[config.mk]
export PLATFORM = sky130hd
export DESIGN_NAME = vp_recovery_ctrl
export DESIGN_NICKNAME = d
export VERILOG_FILES = /design/src/rtl/vp_recovery_ctrl.sv
export SDC_FILE = /design/constraint.sdc
export NUM_CORES = 1
export LEC_CHECK = 0
export ABC_AREA = 1
export CAP_MARGIN = 20
export CELL_PAD_IN_SITES_DETAIL_PLACEMENT = 0
export CELL_PAD_IN_SITES_GLOBAL_PLACEMENT = 1
export CORE_ASPECT_RATIO = 0.9
export CORE_MARGIN = 2
export CORE_UTILIZATION = 36
export CTS_CLUSTER_DIAMETER = 80
export DETAILED_ROUTE_END_ITERATION = 16
export GPL_TIMING_DRIVEN = 0
export PLACE_DENSITY = 0.74
export RECOVER_POWER = 25
export SLEW_MARGIN = 25
export SYNTH_ARGS = -nofsm -noshare
export SYNTH_HDL_FRONTEND = slang
export SYNTH_SLANG_ARGS = --single-unit
[constraint.sdc]
create_clock -name clk -period 4.3 [get_ports clk]
set_input_delay 1.075 -clock clk [delete_from_list [all_inputs] [get_ports clk]]
set_output_delay 1.075 -clock clk [all_outputs]
set_load 0.01 [all_outputs]
[src/rtl/vp_recovery_ctrl.sv]
// ---------------------------------------------------------------------------
// vp_recovery_ctrl
//
// Recovery controller that sits directly behind the memory-stage value
// predictor. While a load value prediction is outstanding it tracks the
// speculative window and limits how many instructions may issue under it.
// On a misprediction it flushes the pipeline, redirects fetch to the
// instruction after the mispredicted load, and then completes the
// recovery_done / recovery_done_ack handshake with the predictor.
// Saturating counters record correct predictions and started recoveries.
//
// Ports
//   clk, rst             : clock, asynchronous active-high reset
//   vp_lock              : predictor has an outstanding prediction
//   en_recover           : misprediction detected (level)
//   vp_done              : prediction verified correct (level)
//   last_predicted_pc    : PC of the predicted load
//   issue_valid          : one instruction issued this cycle
//   redirect_ready       : fetch accepts the redirect
//   recovery_done_ack    : predictor acknowledges recovery completion
//   flush                : kill younger in-flight instructions
//   stall_fetch          : hold fetch and issue
//   redirect_valid       : fetch redirect request
//   redirect_pc          : redirect target (load PC + 4)
//   recovery_done        : recovery complete, held until acknowledged
//   busy                 : controller is not idle
//   n_correct, n_recover : saturating statistics
//
// Every output is a register, so there is no combinational path from any
// input to any output.
// ---------------------------------------------------------------------------
`ifndef ADDR_WIDTH
`define ADDR_WIDTH 32
`endif

module vp_recovery_ctrl #(
  parameter int ADDR_WIDTH   = `ADDR_WIDTH,
  parameter int FLUSH_CYCLES = 3,
  parameter int MAX_SPEC     = 8,
  parameter int STAT_WIDTH   = 16
) (
  input  logic                  clk,
  input  logic                  rst,
  input  logic                  vp_lock,
  input  logic                  en_recover,
  input  logic                  vp_done,
  input  logic [ADDR_WIDTH-1:0] last_predicted_pc,
  input  logic                  issue_valid,
  input  logic                  redirect_ready,
  input  logic                  recovery_done_ack,
  output logic                  flush,
  output logic                  stall_fetch,
  output logic                  redirect_valid,
  output logic [ADDR_WIDTH-1:0] redirect_pc,
  output logic                  recovery_done,
  output logic                  busy,
  output logic [STAT_WIDTH-1:0] n_correct,
  output logic [STAT_WIDTH-1:0] n_recover
);

  typedef enum logic [2:0] {
    S_IDLE,
    S_SPEC,
    S_FLUSH,
    S_REDIRECT,
    S_DONE
  } state_t;

  localparam int FCW = (FLUSH_CYCLES > 1) ? $clog2(FLUSH_CYCLES) : 1;
  localparam logic [FCW-1:0]        FLUSH_LAST = FCW'(FLUSH_CYCLES - 1);
  localparam logic [7:0]            SPEC_MAX   = 8'(MAX_SPEC);
  localparam logic [7:0]            SPEC_PRE   = 8'(MAX_SPEC - 1);
  localparam logic [STAT_WIDTH-1:0] STAT_MAX   = '1;
  localparam logic [ADDR_WIDTH-1:0] PC_STEP    = ADDR_WIDTH'(4);

  state_t                  state;
  logic                    armed;
  logic                    vp_lock_q;
  logic [7:0]              spec_cnt;
  logic [FCW-1:0]          flush_cnt;
  logic [ADDR_WIDTH-1:0]   saved_pc;

  // armed blocks a held en_recover level from starting a second recovery;
  // it is only re-armed once en_recover has been seen low.
  logic recover_go;
  logic lock_rise;

  assign recover_go = armed & en_recover;
  assign lock_rise  = vp_lock & ~vp_lock_q;

  // Single FSM with all outputs registered alongside the state transitions.
  always_ff @(posedge clk or posedge rst) begin
    if (rst) begin
      state          <= S_IDLE;
      armed          <= 1'b1;
      vp_lock_q      <= 1'b0;
      spec_cnt       <= '0;
      flush_cnt      <= '0;
      saved_pc       <= '0;
      flush          <= 1'b0;
      stall_fetch    <= 1'b0;
      redirect_valid <= 1'b0;
      redirect_pc    <= '0;
      recovery_done  <= 1'b0;
      busy           <= 1'b0;
      n_correct      <= '0;
      n_recover      <= '0;
    end else begin
      vp_lock_q <= vp_lock;
      if (!en_recover) begin
        armed <= 1'b1;
      end

      case (state)
        S_IDLE: begin
          if (recover_go) begin
            state       <= S_FLUSH;
            saved_pc    <= last_predicted_pc;
            armed       <= 1'b0;
            flush_cnt   <= '0;
            flush       <= 1'b1;
            stall_fetch <= 1'b1;
            busy        <= 1'b1;
            if (n_recover != STAT_MAX) begin
              n_recover <= n_recover + 1'b1;
            end
          end else if (lock_rise) begin
            state    <= S_SPEC;
            saved_pc <= last_predicted_pc;
            spec_cnt <= '0;
            busy     <= 1'b1;
          end
        end

        S_SPEC: begin
          // Misprediction wins over a same-cycle vp_done.
          if (recover_go) begin
            state       <= S_FLUSH;
            armed       <= 1'b0;
            flush_cnt   <= '0;
            spec_cnt    <= '0;
            flush       <= 1'b1;
            stall_fetch <= 1'b1;
            if (n_recover != STAT_MAX) begin
              n_recover <= n_recover + 1'b1;
            end
          end else if (vp_done) begin
            state       <= S_IDLE;
            stall_fetch <= 1'b0;
            busy        <= 1'b0;
            if (n_correct != STAT_MAX) begin
              n_correct <= n_correct + 1'b1;
            end
          end else if (!vp_lock) begin
            state       <= S_IDLE;
            stall_fetch <= 1'b0;
            busy        <= 1'b0;
          end else if (issue_valid && (spec_cnt != SPEC_MAX)) begin
            // stall_fetch rises together with the counter reaching the cap.
            spec_cnt <= spec_cnt + 1'b1;
            if (spec_cnt == SPEC_PRE) begin
              stall_fetch <= 1'b1;
            end
          end
        end

        S_FLUSH: begin
          if (flush_cnt == FLUSH_LAST) begin
            state          <= S_REDIRECT;
            flush          <= 1'b0;
            redirect_valid <= 1'b1;
            redirect_pc    <= saved_pc + PC_STEP;
          end else begin
            flush_cnt <= flush_cnt + 1'b1;
          end
        end

        S_REDIRECT: begin
          if (redirect_ready) begin
            state          <= S_DONE;
            redirect_valid <= 1'b0;
            redirect_pc    <= '0;
            stall_fetch    <= 1'b0;
            recovery_done  <= 1'b1;
          end
        end

        S_DONE: begin
          if (recovery_done_ack) begin
            state         <= S_IDLE;
            recovery_done <= 1'b0;
            busy          <= 1'b0;
          end
        end

        default: begin
          state          <= S_IDLE;
          flush          <= 1'b0;
          stall_fetch    <= 1'b0;
          redirect_valid <= 1'b0;
          redirect_pc    <= '0;
          recovery_done  <= 1'b0;
          busy           <= 1'b0;
        end
      endcase
    end
  end

endmodule

==> summary.md <==
| Metric | Value |
|---|---|
| Number of remaining DRC errors | 0 |
| Tightest Pin Transition | 1550 ps |
| Setup Buffers After CTS | 0 |
| Synth warn | 0 |
| HP Class | flop to flop |
| Chip Height | 132 um |
| Cell Count, Final, Fillers Out | 1225 |
| Port Buffer Count | 108 |
| RR Startpoint | armed |
| Share of post-route cells with drive strength above 1 | 10.6% |
| GRT Total Usage | 19.1% |
| RSZ-0062 raised after global routing | no |
| WL per Instance | 14.4 um |
| Period minus WS final | 3020 ps |
| Yosys reg bits | 116 |
| # resized after CTS | 0 |
| Fin Setup TNS | 0 ps |
| P_leak | 0.00396 uW |
| Root Driver | clkbuf_16 |
| CTS tree | yes |
| Commonest non-fill, non-tap cell in the layout | nand2_1 |
| Vias/cell | 4.65 |
| Dpl cells | 1193 |
| Final setup fails | 0 |
| Post-synthesis mux area share | 3.64% |
| Site Rows | 46 |
| Number of global-route vias before repair | 5578 |
| Detailed Routing Iterations Pass 1 | 5 |
| Largest family of logic cells by synthesized area | simple AND/OR/NAND/NOR gates |
| Core Area | 17700 um2 |
| DR vias | 5701 |
| Post-synth design cell area | 6500 um2 |
| Starting DRT DRC Count | 368 |
| Final Max Slew Viols | 61 |
| Fill cells | 1764 |
| Total grt overflow | 0 |
| Post-Synth XOR/XNOR Area | 3.77% |
| Mean Syn Cell Area | 7.70 um2 |
| VDD IR max | 0.286 mV |
| PwrDens | 605 nW/um2 |
| # clock sinks | 116 |
| Required time of the critical path | 4550 ps |
| Maximum number of pins on one net before global-route repair | 61 |
| Post-synthesis compound-gate area fraction | 5.10% |
| Final nets | 1018 |
| Post-synthesis sequential area ratio | 44.7% |
| Die ar. | 19200 um2 |
| Kind of critical path | input port to asynchronous set/reset pin |
| Worst-path maximum fanout | 60 |
| Post-Synthesis Cells | 844 |
| Fmax | 332 MHz |
| I/O pins | 109 |
| Clk buf depth | 2 |
| Crit share post-route | 70.1% |
| Fin. Hold Viols | 0 |
| H-tree depth | 4 |
| Final wirelength | 17700 um |
| Max_cap viols | 1 |
| Sequential cell area | 2900 um2 |
| Final setup margin | 1280 ps |
| Hold Crit Start | redirect_pc[0] |
| Worst Hold End | redirect_pc[0] |
| Remaining antenna violation count after routing | 0 |
| Synthesis-to-finish area growth | 30.7% |
| Failing checks | max-capacitance violations, max-slew violations |
| Status | finished, violations left |
| Capture point of the worst reg-to-reg path | spec_cnt[1] |
| Worst R2R Path Depth | 8 |
| Adder-cell share of the synthesized area | 1.15% |
| Hold Path Depth | 2 |
| Die width | 146 um |
| Clk Latency, worst-skew pair | 420 ps |
| DP Wirelength | 13100 um |
| Crit path capture type | asynchronous set/reset pin |
| WP data arrival | 3260 ps |
| Starting Density | 36.8% |
| Area of the multi-input gates | 3140 um2 |
| CTS Hold Bufs | 0 |
| Simple-Gate Fraction of Synth Area | 34.6% |
| Initial antenna violation count | 0 |
| Worst R2R Setup Slack | 2410 ps |
| Synth unique cells | 39 |
| Worst Skew | 15.0 ps |
| Setup WS pre-CTS | 1530 ps |
| Clock Pin Slew Worst Setup and Hold Paths | 60 ps |
| CP startpoint kind | input port |
| Slew HR | -3.60% |
| First-pass GRT wire length | 29100 um |
| Num CTS Buffers | 17 |
| Most frequent cells in the layout | nand2_1, dfrtp_1, clkdlybuf4s50_1 |
| Ant. Diodes | 0 |
| RD Place Congestion | 0.875 |
| Post-Syn Nets | 890 |
power breakdown:
group	switching, uW	internal (uW)
clock network	567	885
logic	1090	836
registers	344	1420
total	2000	3140
critical path, cell delays in order:
cell and delay, ps:
dlygate4sd3_1 610, inv_8 320, clkbuf_2 1190
per-stage QoR:
step	util, %	hold slack [ps]	area [um2]	total power (uW)
floorplan	-	449	6500	2970
global placement	44.6	458	7880	3700
detailed placement	44.8	462	7920	3720
CTS	48.2	482	8520	5210
global route	48.1	500	8500	5520
finish	48.1	476	8500	5140
how the worst max path moves through the flow:
stage / start / endpoint / cells past startpoint
floorplan: rst / busy / 1
global placement: rst / saved_pc[0] / 2
detailed placement: en_recover / spec_cnt[1] / 9
CTS: n_correct[0] / n_correct[0] / 1
global route: rst / saved_pc[27] / 3
finish: rst / saved_pc[27] / 3
layer usage:
layer	up-vias	share of wire, %	global-route usage (%)
li1	2940	-	-
met2	125	42	27.4
met1	2627	52	28.9
met4	0	0.77	4.41
met3	9	5.0	4.44
met5	-	0	0
logic make-up (layout without fill, tap and decap cells):
family,after synthesis,after routing
XOR/XNOR,28,28
adder cells (fa/ha/maj),6,6
AND/OR/NAND/NOR,512,512
buffers and inverters,101,242
multiplexers,20,20
AO/OA/AOI/OAI,61,61
flip-flops,116,116
area by class of cell:
type / instances / area share [%]
Buffer: 15 / 1.58
Clock buffer: 18 / 5.17
Clock inverter: 14 / 1.94
Inverter: 86 / 3.92
Multi-Input combinational cell: 627 / 36.9
Sequential cell: 116 / 34.2
Tap cell: 240 / 3.53
Timing Repair Buffer: 109 / 12.8
cells in the mapped netlist (all sizes together):
cell      n  area, um2
a21oi    17       85.1
and2      1       6.26
buf      13        118
clkbuf    2       17.5
dfrtp   115       2880
dfstp     1       26.3
ha        6       75.1
inv      86        325
mux2     20        236
nand2   305       1180
nand3    65        380
nand4    14        103
nor2    112        495
nor3     12       65.1
nor3b     1       7.51
nor4      2       12.5
o211ai    3       22.5
o21ai    35        179
o21bai    5       37.5
o31ai     1       7.51
xnor2    13        114
xor2     15        131
registers in the layout, indices dropped and copies added, names as in the netlist, 2 cells and up:
signal       flops
n_recover       16
redirect_pc     32
flush_cnt        2
n_correct       16
state            3
saved_pc        32
spec_cnt         8
Power figures use the tool's default switching activity.
==> edit 1: new RTL, config.mk and constraints unchanged <==
One comparison of `spec_cnt` changes from == to >=.
--- a/src/rtl/vp_recovery_ctrl.sv
+++ b/src/rtl/vp_recovery_ctrl.sv
@@ -160,3 +160,3 @@
             spec_cnt <= spec_cnt + 1'b1;
-            if (spec_cnt == SPEC_PRE) begin
+            if (spec_cnt >= SPEC_PRE) begin
               stall_fetch <= 1'b1;
Check against the original RTL: same outputs for any inputs over 4 cycles, from zero or initial values and one cycle with rst high; that may be too few to reach the edited logic, so the function may still have changed.
==> edit 1 against the unedited design <==
- the flow still finishes with violations (max-capacitance violations, max-slew violations)
- sequential share of layout area down 0.12 points
- setup slack better by 330 ps
- synthesized area is 0.42% higher
- sequential cell count unchanged
- final area up 0.34%
- die area rose by 0.41%
- power is 6.4% higher
- global-route usage decreased by 0.37 points
- wire length shrank 1.6%
==> edit 1: results (changes against the unedited design) <==
Critical-path top delay cell=clkinvlp_2; max-slew violations=41 (-33%); wire length on met2=7.26 mm (-1.7%); global routing usage on met3=4.22% (-0.22 points); Port Buffer Count=108 (unchanged); vias in the first global route=5539 (-0.70%); nets=1007 (-1.1%); number of distinct library cells after synthesis=39 (unchanged); vias per cell=4.69 (+0.80%); gpl congestion=0.867 (-0.90%); Fill cells=1801 (+2.1%); Mapped Nets=879 (-1.2%); Hold Crit Class=flip-flop to flip-flop; fraction of layout cells with a size suffix above 1=11.1% (+0.53 points); CP top delay family=buffers and inverters; pin count of the biggest net entering global routing=77 (+26%); outcome=complete, but fails checks; first-pass GRT wire length=28.7 mm (-1.2%); diode count=0 (unchanged); # H-tree levels=4 (unchanged); top flop regs=redirect_pc x32, saved_pc x32; TritonCTS buffer count=17 (unchanged); VDD IR max=0.305 mV (+6.5%); initial antenna violation count=1 (+1); CP Max Fanout=76 (+27%); Final HPWL DP=12.9 mm (-1.5%); Pwr Density=641 mW/mm² (+6.1%); maxcap violations=1 (unchanged); later-pin clock latency in the skew report=420 ps (about the same); DP Area=0.00795 mm² (+0.35%); Area contributors post-synth=dfrtp_1, nand2_1, nor2_1; post-synthesis sequential area ratio=44.5% (-0.19 points); DRT Pass-1 Iters=6 (+1); Post-synth top cells=nand2_1, dfrtp_1, nor2_1; Ys Warns=0 (unchanged); Post-Route M1 WL=8.97 mm (-2.8%); Leak Pwr=4.00 nW (+1.2%); postcts setup bufs=0 (unchanged); Synth async-reset ratio=100% (unchanged); overall routing resource usage=18.7% (-0.37 points); worst rel slew slack=-32.6% (-29 points); clock slew at reported path FFs=60 ps (about the same); DR iter-0 viols=348 (-5.4%); failing checks=max-capacitance violations, max-slew violations; Top Layer Used=met5; M1 GR Usage=27.8% (-1.0 points); Non-Filler Instances=1214 (-0.90%); Gates resized, CTS repair=0 (unchanged); routing usage on met2=27.3% (-0.10 points); WL final=17.4 mm (-1.6%); Root Driver=clkbuf_16; highest cell delay on the worst timing path=1140 ps (-50 ps); metal3 WL=945 µm (+6.7%); Max clock buf depth=2 (unchanged); Syn Inst Count=833 (-1.3%); Fin Clk Skew=15.7 ps (+0.681 ps)
edit 1: changes by cell type in the layout (fill, tap and decap cells not counted), sizes merged, moves of 4 or more:
cell / delta
inv: -16
nand2: -10
nor2: +4
nand3: -9
buf: +4
o21ai: +9
edit 1: final cells by class:
cell class	count	share of cell area, %
multi-input combinational	623	37.2
sequential	116	34.1
timing repair buffer	109	13.0
clock buffer	20	5.36
inverter	78	3.57
tap	240	3.52
buffer	16	1.78
clock inverter	12	1.54
edit 1: final timing paths:
| kind | slack (ps) | depth (start not counted) | end | from |
|---|---|---|---|---|
| worst max-delay path | 1620 | 3 | n_recover[3] | rst |
| min in group asynchronous | 1640 | 2 | n_correct[8] | rst |
| max in group clk | 1740 | 1 | n_recover[4] | n_recover[4] |
| worst min register to register | 480 | 2 | redirect_valid | redirect_valid |
| worst min-delay path | 480 | 2 | redirect_valid | redirect_valid |
| worst max register to register | 2400 | 9 | redirect_pc[30] | saved_pc[2] |
edit 1: cell families (layout without fill, tap and decap cells):
logic type	Yosys count	count (layout)	synth area share (%)
xor+xnor	33	33	4.43
fa+ha+maj	6	6	1.15
simple gates	498	498	33.5
flops	116	116	44.5
mux	19	19	3.97
compound gates	67	67	5.50
buf+inv	94	235	6.96
edit 1: worst register-to-register path: stages, from the launching register on:
cell and delay, ps:
dfrtp_1 410, ha_1 280, inv_1 110, nor2_2 240
inv_1 70, nor2_1 340, nand2_1 110, a21oi_1 130
nand2_1 90, nand2_1 70
edit 1: power by group:
part	internal, W	switching [W]
clock network	0.000882	0.000532
registers	0.00150	0.000378
logic	0.00103	0.00115
total	0.00341	0.00206
==> edit 2: new RTL, same flow settings <==
Made on the original files. Set the macro `ADDR_WIDTH` to 64 (it was 32).
--- a/src/rtl/vp_recovery_ctrl.sv
+++ b/src/rtl/vp_recovery_ctrl.sv
@@ -32,3 +32,3 @@
 `ifndef ADDR_WIDTH
-`define ADDR_WIDTH 32
+`define ADDR_WIDTH 64
 `endif
Interface: changed (resized last_predicted_pc and redirect_pc); port bits go from 109 to 173. No check against the original RTL was run, so the function may have changed too.
==> edit 2 against the unedited design <==
- synthesized cell count is 53% higher
- sequential cell count rose by 64
- setup slack worse by 200 ps
- power is 50% higher
- combinational power is 72% higher
- final area is 47% higher
- synthesized area increased by 49%
- wire length grew 83%
==> edit 2: results (changes against the unedited design) <==
outcome=completed; Area contributors post-synth=dfrtp_1, nand2_1, nor2_1; later-pin clock latency in the skew report=440 ps (+20 ps); Hold Crit Class=flip-flop to flip-flop; Crit path arrival time=3520 ps (+260 ps); Hold Vio Cnt, Final=0 (unchanged); hold path start=redirect_pc[61]; Post-synth top cells=nand2_1, nor2_1, dfrtp_1; placed insts=1818 (+52%); crit path launch=en_recover; nets=1567 (+54%); WL final=32.2 mm (+83%); Fin Clk Skew=15.8 ps (+0.759 ps); top flop regs=redirect_pc x64, saved_pc x64; Mapped Nets=1370 (+54%); WL per Instance=17.4 µm (+21%); pin count of the biggest net entering global routing=32 (-48%); highest cell delay on the worst timing path=560 ps (-630 ps); CP Max Fanout=10 (-83%); Port Buffer Count=172 (+59%); number of distinct library cells after synthesis=32 (-18%); post-synthesis sequential area ratio=46.6% (+1.9 points); vias per cell=4.89 (+5.0%); Critical-path top delay cell=buf_1; worst-margin pin slew=1260 ps (-295 ps); VDD IR max=0.300 mV (+4.9%); clock slew at reported path FFs=80 ps (+20 ps); gpl congestion=0.942 (+7.6%); initial antenna violation count=3 (+3); Leak Pwr=5.72 nW (+45%); R2R Path Start=saved_pc[2]; Max clock buf depth=2 (unchanged); vias in the first global route=8900 (+60%); first-pass GRT wire length=50.4 mm (+73%); Final HPWL DP=25.2 mm (+93%); DP Area=0.0120 mm² (+51%); fraction of layout cells with a size suffix above 1=6.66% (-3.9 points); overall routing resource usage=23.3% (+4.3 points); DR iter-0 viols=680 (+85%); Syn Inst Count=1292 (+53%)
edit 2: path summary, 6_finish.rpt:
kind | to | slack, ps | cells past startpoint
setup / recovery | saved_pc[18] | 1080 | 7
hold / removal | redirect_pc[61] | 480 | 2
setup reg to reg | redirect_pc[42] | 1460 | 8
hold reg to reg | redirect_pc[61] | 480 | 2
max in group asynchronous | redirect_pc[38] | 1440 | 4
min in group asynchronous | n_recover[2] | 1350 | 2
edit 2: cell families (layout without fill, tap and decap cells):
family,count (synthesis),after routing,synth area share [%]
buffers and inverters,154,364,6.62
adder cells (fa/ha/maj),6,6,0.776
other,0,3,0
AND/OR/NAND/NOR,748,748,31.9
XOR/XNOR,44,44,3.98
multiplexers,25,25,2.91
flip-flops,180,180,46.6
AO/OA/AOI/OAI,135,135,7.23
edit 2: final cells by class:
cell class                 instances  area [µm²]
fill                            2732       13700
multi-input combinational        958        4530
sequential                       180        4510
timing repair buffer             178        1830
inverter                         125         470
clock buffer                      18         439
tap                              348         435
buffer                            29         171
clock inverter                    14         136
antenna                            3        7.51
edit 2: routing by layer:
metal / vias up / routed length [µm] / global-route usage (%) / share of wire [%]
met5: - / 0 / 0 / 0
met4: 0 / 642 / 5.94 / 2.0
met3: 30 / 2570 / 6.26 / 8.0
met2: 277 / 13900 / 35.5 / 43
met1: 4227 / 15100 / 32.9 / 47
li1: 4523 / - / - / -
edit 2: through the flow:
step	power [W]	setup slack, ps
floorplan	0.00478	917
global placement	0.00615	-729
detailed placement	0.00618	791
CTS	0.00777	1250
global route	0.00832	955
finish	0.00773	1080
edit 2: where the power goes:
group          total (W)  internal, W  switching (W)
Combinational    0.00331      0.00131        0.00200
Clock            0.00157     0.000786       0.000779
Sequential       0.00286      0.00226       0.000597
Total            0.00773      0.00436        0.00337
edit 2: worst reg2reg max path, delay by kind of cell, from the launching register on:
family | cells | cell delay (ps)
AND/OR/NAND/NOR | 6 | 1600
flip-flops | 1 | 450
adder cells (fa/ha/maj) | 1 | 420
buffers and inverters | 1 | 240
